## config.mk

```make
export PLATFORM = sky130hd
export DESIGN_NAME = mem_port_arbiter
export DESIGN_NICKNAME = d
export VERILOG_FILES = /design/src/rtl/mem_port_arbiter.sv
export SDC_FILE = /design/constraint.sdc
export NUM_CORES = 1
export LEC_CHECK = 0
export BUFFER_PORTS_ARGS = -buffer_cell sky130_fd_sc_hd__buf_2
export CELL_PAD_IN_SITES_DETAIL_PLACEMENT = 0
export CELL_PAD_IN_SITES_GLOBAL_PLACEMENT = 1
export CORE_AREA = 2 2 113 115
export DETAILED_ROUTE_END_ITERATION = 10
export DIE_AREA = 0 0 115 117
export PLACE_DENSITY_LB_ADDON = 0.1
export SLEW_MARGIN = 20
export SYNTH_ARGS = -nofsm -noshare
export SYNTH_HDL_FRONTEND = slang
export SYNTH_SLANG_ARGS = --single-unit
export TNS_END_PERCENT = 10
```

## constraint.sdc

```tcl
create_clock -name clk -period 2.3 [get_ports clk]
set_input_delay 0.69 -clock clk [delete_from_list [all_inputs] [get_ports clk]]
set_output_delay 0.69 -clock clk [all_outputs]
set_load 0.05 [all_outputs]
```

## src/rtl/mem_port_arbiter.sv

```systemverilog
// Shares one memory port between an instruction fetcher and a data port.
// Data wins arbitration; a streak counter keeps fetch from starving.
module mem_port_arbiter #(
  parameter int ADDR_WIDTH   = 32,
  parameter int DATA_WIDTH   = 32,
  parameter int MAX_D_STREAK = 4
) (
  input  logic                    clk,
  input  logic                    rst,
  input  logic                    i_read,
  input  logic [ADDR_WIDTH-1:0]   i_address,
  output logic [DATA_WIDTH-1:0]   i_rdata,
  output logic                    i_resp,
  input  logic                    d_read,
  input  logic                    d_write,
  input  logic [DATA_WIDTH/8-1:0] d_byte_enable,
  input  logic [ADDR_WIDTH-1:0]   d_address,
  input  logic [DATA_WIDTH-1:0]   d_wdata,
  output logic [DATA_WIDTH-1:0]   d_rdata,
  output logic                    d_resp,
  output logic                    mem_read,
  output logic                    mem_write,
  output logic [DATA_WIDTH/8-1:0] mem_byte_enable,
  output logic [ADDR_WIDTH-1:0]   mem_address,
  output logic [DATA_WIDTH-1:0]   mem_wdata,
  input  logic [DATA_WIDTH-1:0]   mem_rdata,
  input  logic                    mem_resp
);

  localparam int BW = DATA_WIDTH / 8;
  localparam int SW = $clog2(MAX_D_STREAK + 1);
  localparam logic [SW-1:0] SMAX = SW'(MAX_D_STREAK);

  typedef enum logic [1:0] {
    IDLE,
    SERVE_I,
    SERVE_D
  } state_t;

  state_t                state;
  state_t                state_n;
  logic [SW-1:0]         streak;
  logic [SW-1:0]         streak_n;
  logic                  rd_n;
  logic                  wr_n;
  logic [BW-1:0]         be_n;
  logic [ADDR_WIDTH-1:0] addr_n;
  logic [DATA_WIDTH-1:0] wdata_n;
  logic                  dreq;
  logic                  grant_d;
  logic                  grant_i;

  assign dreq    = d_read | d_write;
  assign grant_d = dreq & (~i_read | (streak < SMAX));
  assign grant_i = ~grant_d & i_read;

  assign i_resp  = (state == SERVE_I) & mem_resp;
  assign d_resp  = (state == SERVE_D) & mem_resp;
  assign i_rdata = mem_rdata;
  assign d_rdata = mem_rdata;

  // State, streak and the latched memory command
  always_ff @(posedge clk or negedge rst) begin
    if (!rst) begin
      state           <= IDLE;
      streak          <= '0;
      mem_read        <= 1'b0;
      mem_write       <= 1'b0;
      mem_byte_enable <= '0;
      mem_address     <= '0;
      mem_wdata       <= '0;
    end else begin
      state           <= state_n;
      streak          <= streak_n;
      mem_read        <= rd_n;
      mem_write       <= wr_n;
      mem_byte_enable <= be_n;
      mem_address     <= addr_n;
      mem_wdata       <= wdata_n;
    end
  end

  // Arbitrate in IDLE, hold the command while serving, release on resp
  always_comb begin
    state_n  = state;
    streak_n = streak;
    rd_n     = mem_read;
    wr_n     = mem_write;
    be_n     = mem_byte_enable;
    addr_n   = mem_address;
    wdata_n  = mem_wdata;
    unique case (state)
      IDLE: begin
        unique case (1'b1)
          grant_d: begin
            state_n = SERVE_D;
            if (!i_read) streak_n = '0;
            else if (streak != SMAX) streak_n = streak + 1'b1;
            wr_n    = d_write;
            rd_n    = ~d_write;
            be_n    = d_byte_enable;
            addr_n  = d_address;
            wdata_n = d_wdata;
          end
          grant_i: begin
            state_n  = SERVE_I;
            streak_n = '0;
            rd_n     = 1'b1;
            wr_n     = 1'b0;
            be_n     = '1;
            addr_n   = i_address;
            wdata_n  = '0;
          end
          default: ;
        endcase
      end
      SERVE_I, SERVE_D: begin
        if (mem_resp) begin
          state_n = IDLE;
          rd_n    = 1'b0;
          wr_n    = 1'b0;
        end
      end
      default: state_n = IDLE;
    endcase
  end

endmodule

```

Word level (Yosys, flattened, before mapping)
Index checks and enable logic that the tools add are counted.
{ "totals": {"register_bits": 75, "output_inout_bits": 136, "wordCells": 46} }
{ "classes": {"n_addsub": 1, "magnitude_cmp": 1, "eq_ne": 6, "mux": 14, "bitwise_logic": 9, "n_reduce_logical": 8} }
{ "op_table": {"columns": ["cell", "count"], "rows": [
  ["one-hot mux 32 bit (2 select lines)", 2],
  ["one-hot mux 1 bit (2 select lines)", 4],
  ["one-hot mux 2 bit (2 select lines)", 2],
  ["one-hot mux 4 bit (2 select lines)", 1],
  ["two-way mux 3 bit", 2],
  ["!= test 3 bit, second input constant", 2],
  ["one-hot mux 3 bit (2 select lines)", 1],
  ["AND reduction 3 bit", 2],
  ["AND 1 bit", 4],
  ["AND reduction 2 bit", 2],
  ["nonzero test 2 bit", 2],
  ["adder 3 x 1 -> 3 bit, second input constant", 1],
  ["less-than comparator 3 bit, second input constant", 1],
  ["!= test 3 x 2 -> 1 bit, second input constant", 1],
  ["inverter 1 bit", 3],
  ["== test 2 x 1 -> 1 bit, second input constant", 1],
  ["== test 2 bit, second input constant", 1],
  ["zero test 2 bit", 1],
  ["two-way mux 2 bit", 1],
  ["!= test 2 bit, second input constant", 1],
  ["bitwise OR 1 bit", 2],
  ["OR reduction 2 bit", 1],
  ["two-way mux 1 bit", 1]
]} }

Depth between registers and ports, before layout
Gate-level depths: netlist of run 1.
{ "depth": {"ltp_word": 7, "mapped_depth": 7} }

Least setup slack after synthesis of run 1
Ideal clock, no wire load.
{ "synth_timing": {"path_type": "input to output", "start": "input port mem_resp", "end": "output port d_resp", "arrival_time_ns": 1.102, "required_ns": 1.610, "setup_slack_ns": 0.508, "cell_stages": 1, "path_buffers": 0, "cell_sequence": "and2_1"} }
{ "synth_via": {"elab_chain_cells": 1} }
{ "synth_lines": {"columns": ["item", "line_no", "rtl"], "rows": [
  ["from (decl)", "27", "input logic mem_resp"],
  ["AND 1 bit", "58", "assign d_resp = (state == SERVE_D) & mem_resp;"],
  ["to (decl)", "20", "output logic d_resp,"]
]} }
Every way passes these cells.

Worst setup path after layout of run 1
{ "layout_timing": {"start": "register state[0]", "end": "output port d_resp"} }
{ "layout_via": {"elab_chain_cells": 2} }
{ "layout_lines": {"columns": ["item", "line_no", "rtl"], "rows": [
  ["from (decl)", "40", "state_t state;"],
  ["from (signal assigned)", "73", "state <= state_n;"],
  ["== test 2 bit", "58", null],
  ["AND 1 bit", "58", null]
]} }
Every way passes these cells.

==> flow_summary.yaml, run 1 <==
outcome:
  status: "complete, no violations"
timing:
  period_share_pct: 87.8
  skew_ns: 0.00482
  setup_violations: 0
  hold_slack_ns: 0.349
  fin_crit_ns: 2.02
  worst_slack_ns: 0.280
  rsz0062_at_grt: "false"
  maxSlewViolCount: 0
  worstMarginPinSlew_ns: 0.533
  slew_headroom_pct: 64.5
  hold_viol_final: 0
  max_freq_ghz: 0.495
  fin_setup_tns_ns: 0
setup_path:
  crit_arrival_ns: 1.33
  reg2reg_from: "state[0]$_DFFE_PN0P_"
  cp-end-kind: "output pin"
  worstSetupStartpointType: "register"
  critPathLaunch: "state[0]$_DFFE_PN0P_"
  cp.required_ns: 1.61
  critPathKind: "register to output pin"
  timing.critical_path.fanout_max: 3
die:
  fp.dieW_um: 115
  rows: 41
  fp.coreArea_mm2: 0.0123
  initial_core_util_pct: 30.2
  boundaryPins: 274
  dieArea_mm2: 0.0135
  die_h_um: 117
cells_and_area:
  area.sequential_mm2: 0.00188
  stdcell_count: 628
  n_fill_cell: 1307
  nets: 616
  multi_input_area_mm2: 0.00122
  final_util_pct: 37.2
  drive_above_1_share_pct: 43.4
  syn_to_final_growth_pct: 23.4
synth:
  synth_area_leader_cell: "dfrtp_1"
  synth.distinct_cells: 31
  syn-num-nets: 508
  synth_area_mm2: 0.00371
  yosysTopAreaCellShare_pct: 50.5
  synthArstFlopShare_pct: 100
  ys_seq_elements: 75
  ys_top_cells_by_area: "dfrtp_1 51%, buf_4 13%, a22o_1 8.3%"
  yosysSeqAreaShare_pct: 50.5
  avgSynthCellArea_um2: 10.2
  synth_edf_count: 0
  syn_inst: 365
  yosysWarnings: 0
  synth_flop_cell: "dfrtp_1"
global_routing:
  antenna_found_initial: 1
  grt_pass1_wl_mm: 15.8
  track_usage_pct: 15.1
  grt.overflow.total: 0
  grt_max_degree: 39
  first_global_vias: 3121
drt:
  via_per_inst: 4.97
  routed_wirelength_mm: 10.4
  ant_nets: 0
  vias: 3119
  detail_route.wl_per_cell_um: 16.6
  drc: 0
  drt_pass1_iterations: 4
  drt_iter0_markers: 183
clock_tree:
  cts-root-buf: "clkbuf_16"
  clock_path_buffers: 2
  cts-resized-gates: 0
  cts_buffers: 9
  clock_latency_ns: 0.32
  cts_sinks: 75
  clk_pin_slew_worst_paths_ns: 0.06
  htree_levels: 3
  post_cts_buffers: 0
  holdBufCountCts: 0
  cts_tree: "built"
power_and_ir_drop:
  cellPowerDensity_mw_per_mm2: 1780
  ir_drop_uv: 733
  leakage_nw: 2.26
placement:
  dp_hpwl_mm: 7.14
  gp_congestion: 0.715
  pre_cts_slack_ns: 0.260
  dp.cells: 612
  port-buffer-count: 177
flow_run:
  maxCapViolCount: 0
hold_path:
  hp-class: "primary input to asynchronous set/reset pin"
[logic make-up (layout without fill, tap and decap cells)]
group | Yosys count | after routing | synth area share (%)
compound gates | 146 | 146 | 26.1
buf+inv | 96 | 208 | 16.5
flops | 75 | 75 | 50.5
simple gates | 41 | 41 | 4.58
fa+ha+maj | 5 | 5 | 1.68
mux | 2 | 2 | 0.573
other cells | 0 | 1 | 0
[flip-flops by register name, summed over array words and instances, names as in the netlist]
name	flops
mem_address	32
mem_wdata	32
mem_byte_enable	4
streak	3
state	2
mem_read	1
mem_write	1
[synthesized netlist by cell type, types with 2 or more instances]
library cell,n
buf_4,65
o21ai_0,33
ha_1,5
a21oi_1,32
nor3_1,2
dfrtp_1,75
nor2_1,33
a22o_1,35
clkbuf_1,14
and2_1,2
buf_2,8
buf_1,4
inv_1,5
o22a_1,4
a31oi_1,32
[per-stage QoR]
| stage | power (mW) | instance area, um2 |
|---|---|---|
| 5_1_grt | 8.65 | 4580 |
| 3_5_place_dp | 6.90 | 4300 |
| 3_3_place_gp | 6.89 | 4300 |
| 4_1_cts | 8.27 | 4580 |
| 6_report | 8.15 | 4590 |
| 2_1_floorplan | 6.02 | 3710 |
[where the power goes]
| group | leakage (nW) | internal (mW) | switching [mW] |
|---|---|---|---|
| Combinational | 1.23 | 1.18 | 3.35 |
| Sequential | 0.890 | 1.96 | 0.348 |
| Clock | 0.141 | 0.809 | 0.500 |
[critical path: stages (launching register included)]
cell,delay [ns]
dfrtp_1,0.40
inv_1,0.09
ha_1,0.14
and2_1,0.11
buf_2,0.26
[cell type report]
class | count | area share, %
clock inverter | 2 | 0.218
clock buffer | 13 | 5.89
sequential | 75 | 40.9
inverter | 5 | 0.409
tap | 150 | 4.09
timing repair buffer | 188 | 21.7
multi-input combinational | 194 | 26.7
antenna | 1 | 0.0546
[cell usage in the layout (no fill, tap or decap), drive strengths merged, types with 2 or more instances in the layout]
cell type and n:
inv 5, and2 2, ha 5, clkbuf 13, o21ai 33, buf 188, a21oi 33, o22a 4
a31oi 32, a22o 35, nor3 2, clkinv 2, nor2 33, dfrtp 75
[metal layers]
layer  part of all wire, %  wire (um)  GRT usage (%)  vias to the layer above
met3                    12       1200           6.23                        6
met2                    43       4460           22.2                      179
met5                     0          0              0                        -
met1                    45       4670           20.3                     1474
li1                      -          -              -                     1460
met4                  0.70         73           5.06                        0
[path summary, 6_finish.rpt]
check,depth (start not counted),slack (ns),to
worst max-delay path,4,0.28,d_resp
worst min-delay path,1,0.35,mem_address[7]$_DFFE_PN0P_
worst max register to register,6,0.55,mem_address[30]$_DFFE_PN0P_
worst min register to register,1,0.49,mem_wdata[1]$_DFFE_PN0P_
max in group asynchronous,2,1.33,mem_wdata[8]$_DFFE_PN0P_
min in group clk,1,0.49,mem_wdata[1]$_DFFE_PN0P_
Power figures use the tool's default switching activity.
==> inputs of run 2 (changes only) <==
--- a/config.mk
+++ b/config.mk
@@ -12,6 +12,8 @@
 export DETAILED_ROUTE_END_ITERATION = 10
 export DIE_AREA = 0 0 115 117
 export PLACE_DENSITY_LB_ADDON = 0.1
+export REMOVE_ABC_BUFFERS = 1
+export SETUP_SLACK_MARGIN = 0.05
 export SLEW_MARGIN = 20
 export SYNTH_ARGS = -nofsm -noshare
 export SYNTH_HDL_FRONTEND = slang
==> run 2 against run 1 <==
  * Final area rose by 0.90%
  * Global-route usage rose by 4.4 points
  * Power rose by 3.1%
  * Sequential share of layout area fell by 0.37 points
  * Hold slack got worse by 0.066 ns
  * Cell count did not move
  * Largest cell class unchanged
  * Largest power group unchanged
==> flow_summary.yaml, run 2 (synthesis results as in run 1) <==
outcome:
  status: "complete, no violations"
global_routing:
  grt_pass1_wl_mm: 19.2
  grt.overflow.total: 0
  first_global_vias: 3238
  antenna_found_initial: 2
  track_usage_pct: 19.5
  grt_max_degree: 49
clock_tree:
  cts-root-buf: "clkbuf_16"
  clk_pin_slew_worst_paths_ns: 0.06
  post_cts_buffers: 0
  htree_levels: 3
  clock_latency_ns: 0.32
  clock_path_buffers: 2
  cts_buffers: 9
  holdBufCountCts: 0
  cts-resized-gates: 0
  cts_tree: "built"
  cts_sinks: 75
drt:
  vias: 3263
  drt_iter0_markers: 245
  drc: 0
  routed_wirelength_mm: 13.3
  drt_pass1_iterations: 4
  detail_route.wl_per_cell_um: 21.2
  ant_nets: 0
  via_per_inst: 5.20
setup_path:
  max_stage_delay_ns: 0.40
  reg2reg_from: "state[0]$_DFFE_PN0P_"
  critPathSlowestCell: "dfrtp_1"
  crit_arrival_ns: 1.35
  critPathKind: "register to output pin"
  cp_top_family: "flip-flops"
  ff2ff_path_depth: 6
  crit_cells: 4
  worstSetupStartpointType: "register"
  cp.required_ns: 1.61
  reg2reg_slack_ns: 0.39
  worst-path-buf-inv: 2
  worstPathCellList: "inv_1 > ha_1 > and2_1 > buf_2"
  cp-end-kind: "output pin"
  timing.critical_path.fanout_max: 3
  reg2reg_to: "mem_byte_enable[0]$_DFFE_PN0P_"
power_and_ir_drop:
  ir_drop_uv: 671
  leakage_nw: 2.28
  cellPowerDensity_mw_per_mm2: 1820
timing:
  worstMarginPinSlew_ns: 0.444
  worst_slack_ns: 0.264
  rsz0062_at_grt: "false"
  fin_setup_tns_ns: 0
  hold_viol_final: 0
  hold_slack_ns: 0.283
  slew_headroom_pct: 70.1
  skew_ns: 0.00421
  maxSlewViolCount: 0
  max_freq_ghz: 0.491
  period_share_pct: 88.5
  fin_crit_ns: 2.04
  setup_violations: 0
placement:
  port-buffer-count: 177
  dp_hpwl_mm: 9.57
  postPlaceCellArea_mm2: 0.00431
  pre_cts_slack_ns: 0.259
  gp_congestion: 0.780
die:
  rows: 41
  initial_core_util_pct: 30.2
  boundaryPins: 274
  fp.coreArea_mm2: 0.0123
  fp.dieW_um: 115
  die_h_um: 117
  dieArea_mm2: 0.0135
flow_run:
  maxCapViolCount: 0
cells_and_area:
  drive_above_1_share_pct: 43.7
  layout_common_cells: "176 x buf_2, 75 x dfrtp_1, 35 x a22o_1"
  final_util_pct: 37.6
  top_regs: "mem_address (32), mem_wdata (32), mem_byte_enable (4)"
  final_common_cell: "buf_2"
  nets: 617
  fin_area_mm2: 0.00463
  diodes: 0
  n_fill_cell: 1290
  syn_to_final_growth_pct: 24.6
hold_path:
  hp-class: "primary input to asynchronous set/reset pin"
-- run 2: changes by cell type in the layout (fill, tap and decap cells not counted), sizes merged --
cell      before  now
bufinv         0    2
clkbuf        13   10
buf          188  189
clkinvlp       0    1
diode          1    0
-- run 2: per-layer routing --
| metal | vias up | GRT usage, % | wire, um |
|---|---|---|---|
| li1 | 1457 | - | - |
| met1 | 1563 | 26.3 | 5970 |
| met2 | 231 | 24.6 | 5180 |
| met3 | 8 | 14.1 | 2040 |
| met4 | 4 | 4.10 | 53 |
| met5 | - | 3.70 | 72 |
-- run 2: cell type report --
class | instances | area [um2] | share of cell area, %
clock inverters | 5 | 77.6 | 1.68
clock buffers | 10 | 239 | 5.16
multi-input cells | 194 | 1220 | 26.4
inverters | 5 | 18.8 | 0.406
repair buffers | 189 | 1000 | 21.7
well taps | 150 | 188 | 4.06
flip-flops and latches | 75 | 1880 | 40.6
-- run 2: stage by stage --
stage | instances | total power [mW]
finish | 628 | 8.40
global route | 628 | 8.93
CTS | 628 | 8.52
detailed placement | 613 | 6.96
global placement | 613 | 6.93
floorplan | 274 | 5.63
-- run 2: report_power, final --
| group | switching, mW | internal, mW |
|---|---|---|
| Sequential | 0.342 | 1.96 |
| Clock | 0.532 | 0.969 |
| Combinational | 3.40 | 1.20 |
-- run 2: worst max path at each step --
stage | startpoint | endpoint | slack (ns)
after floorplan | d_read | mem_wdata[0]$_DFFE_PN0P_ | -0.70
after global placement | i_read | mem_byte_enable[3]$_DFFE_PN0P_ | 0.31
after detailed placement | i_read | mem_byte_enable[0]$_DFFE_PN0P_ | 0.26
after CTS | state[0]$_DFFE_PN0P_ | d_resp | 0.24
after global routing | state[0]$_DFFE_PN0P_ | d_resp | 0.17
final | state[0]$_DFFE_PN0P_ | d_resp | 0.26
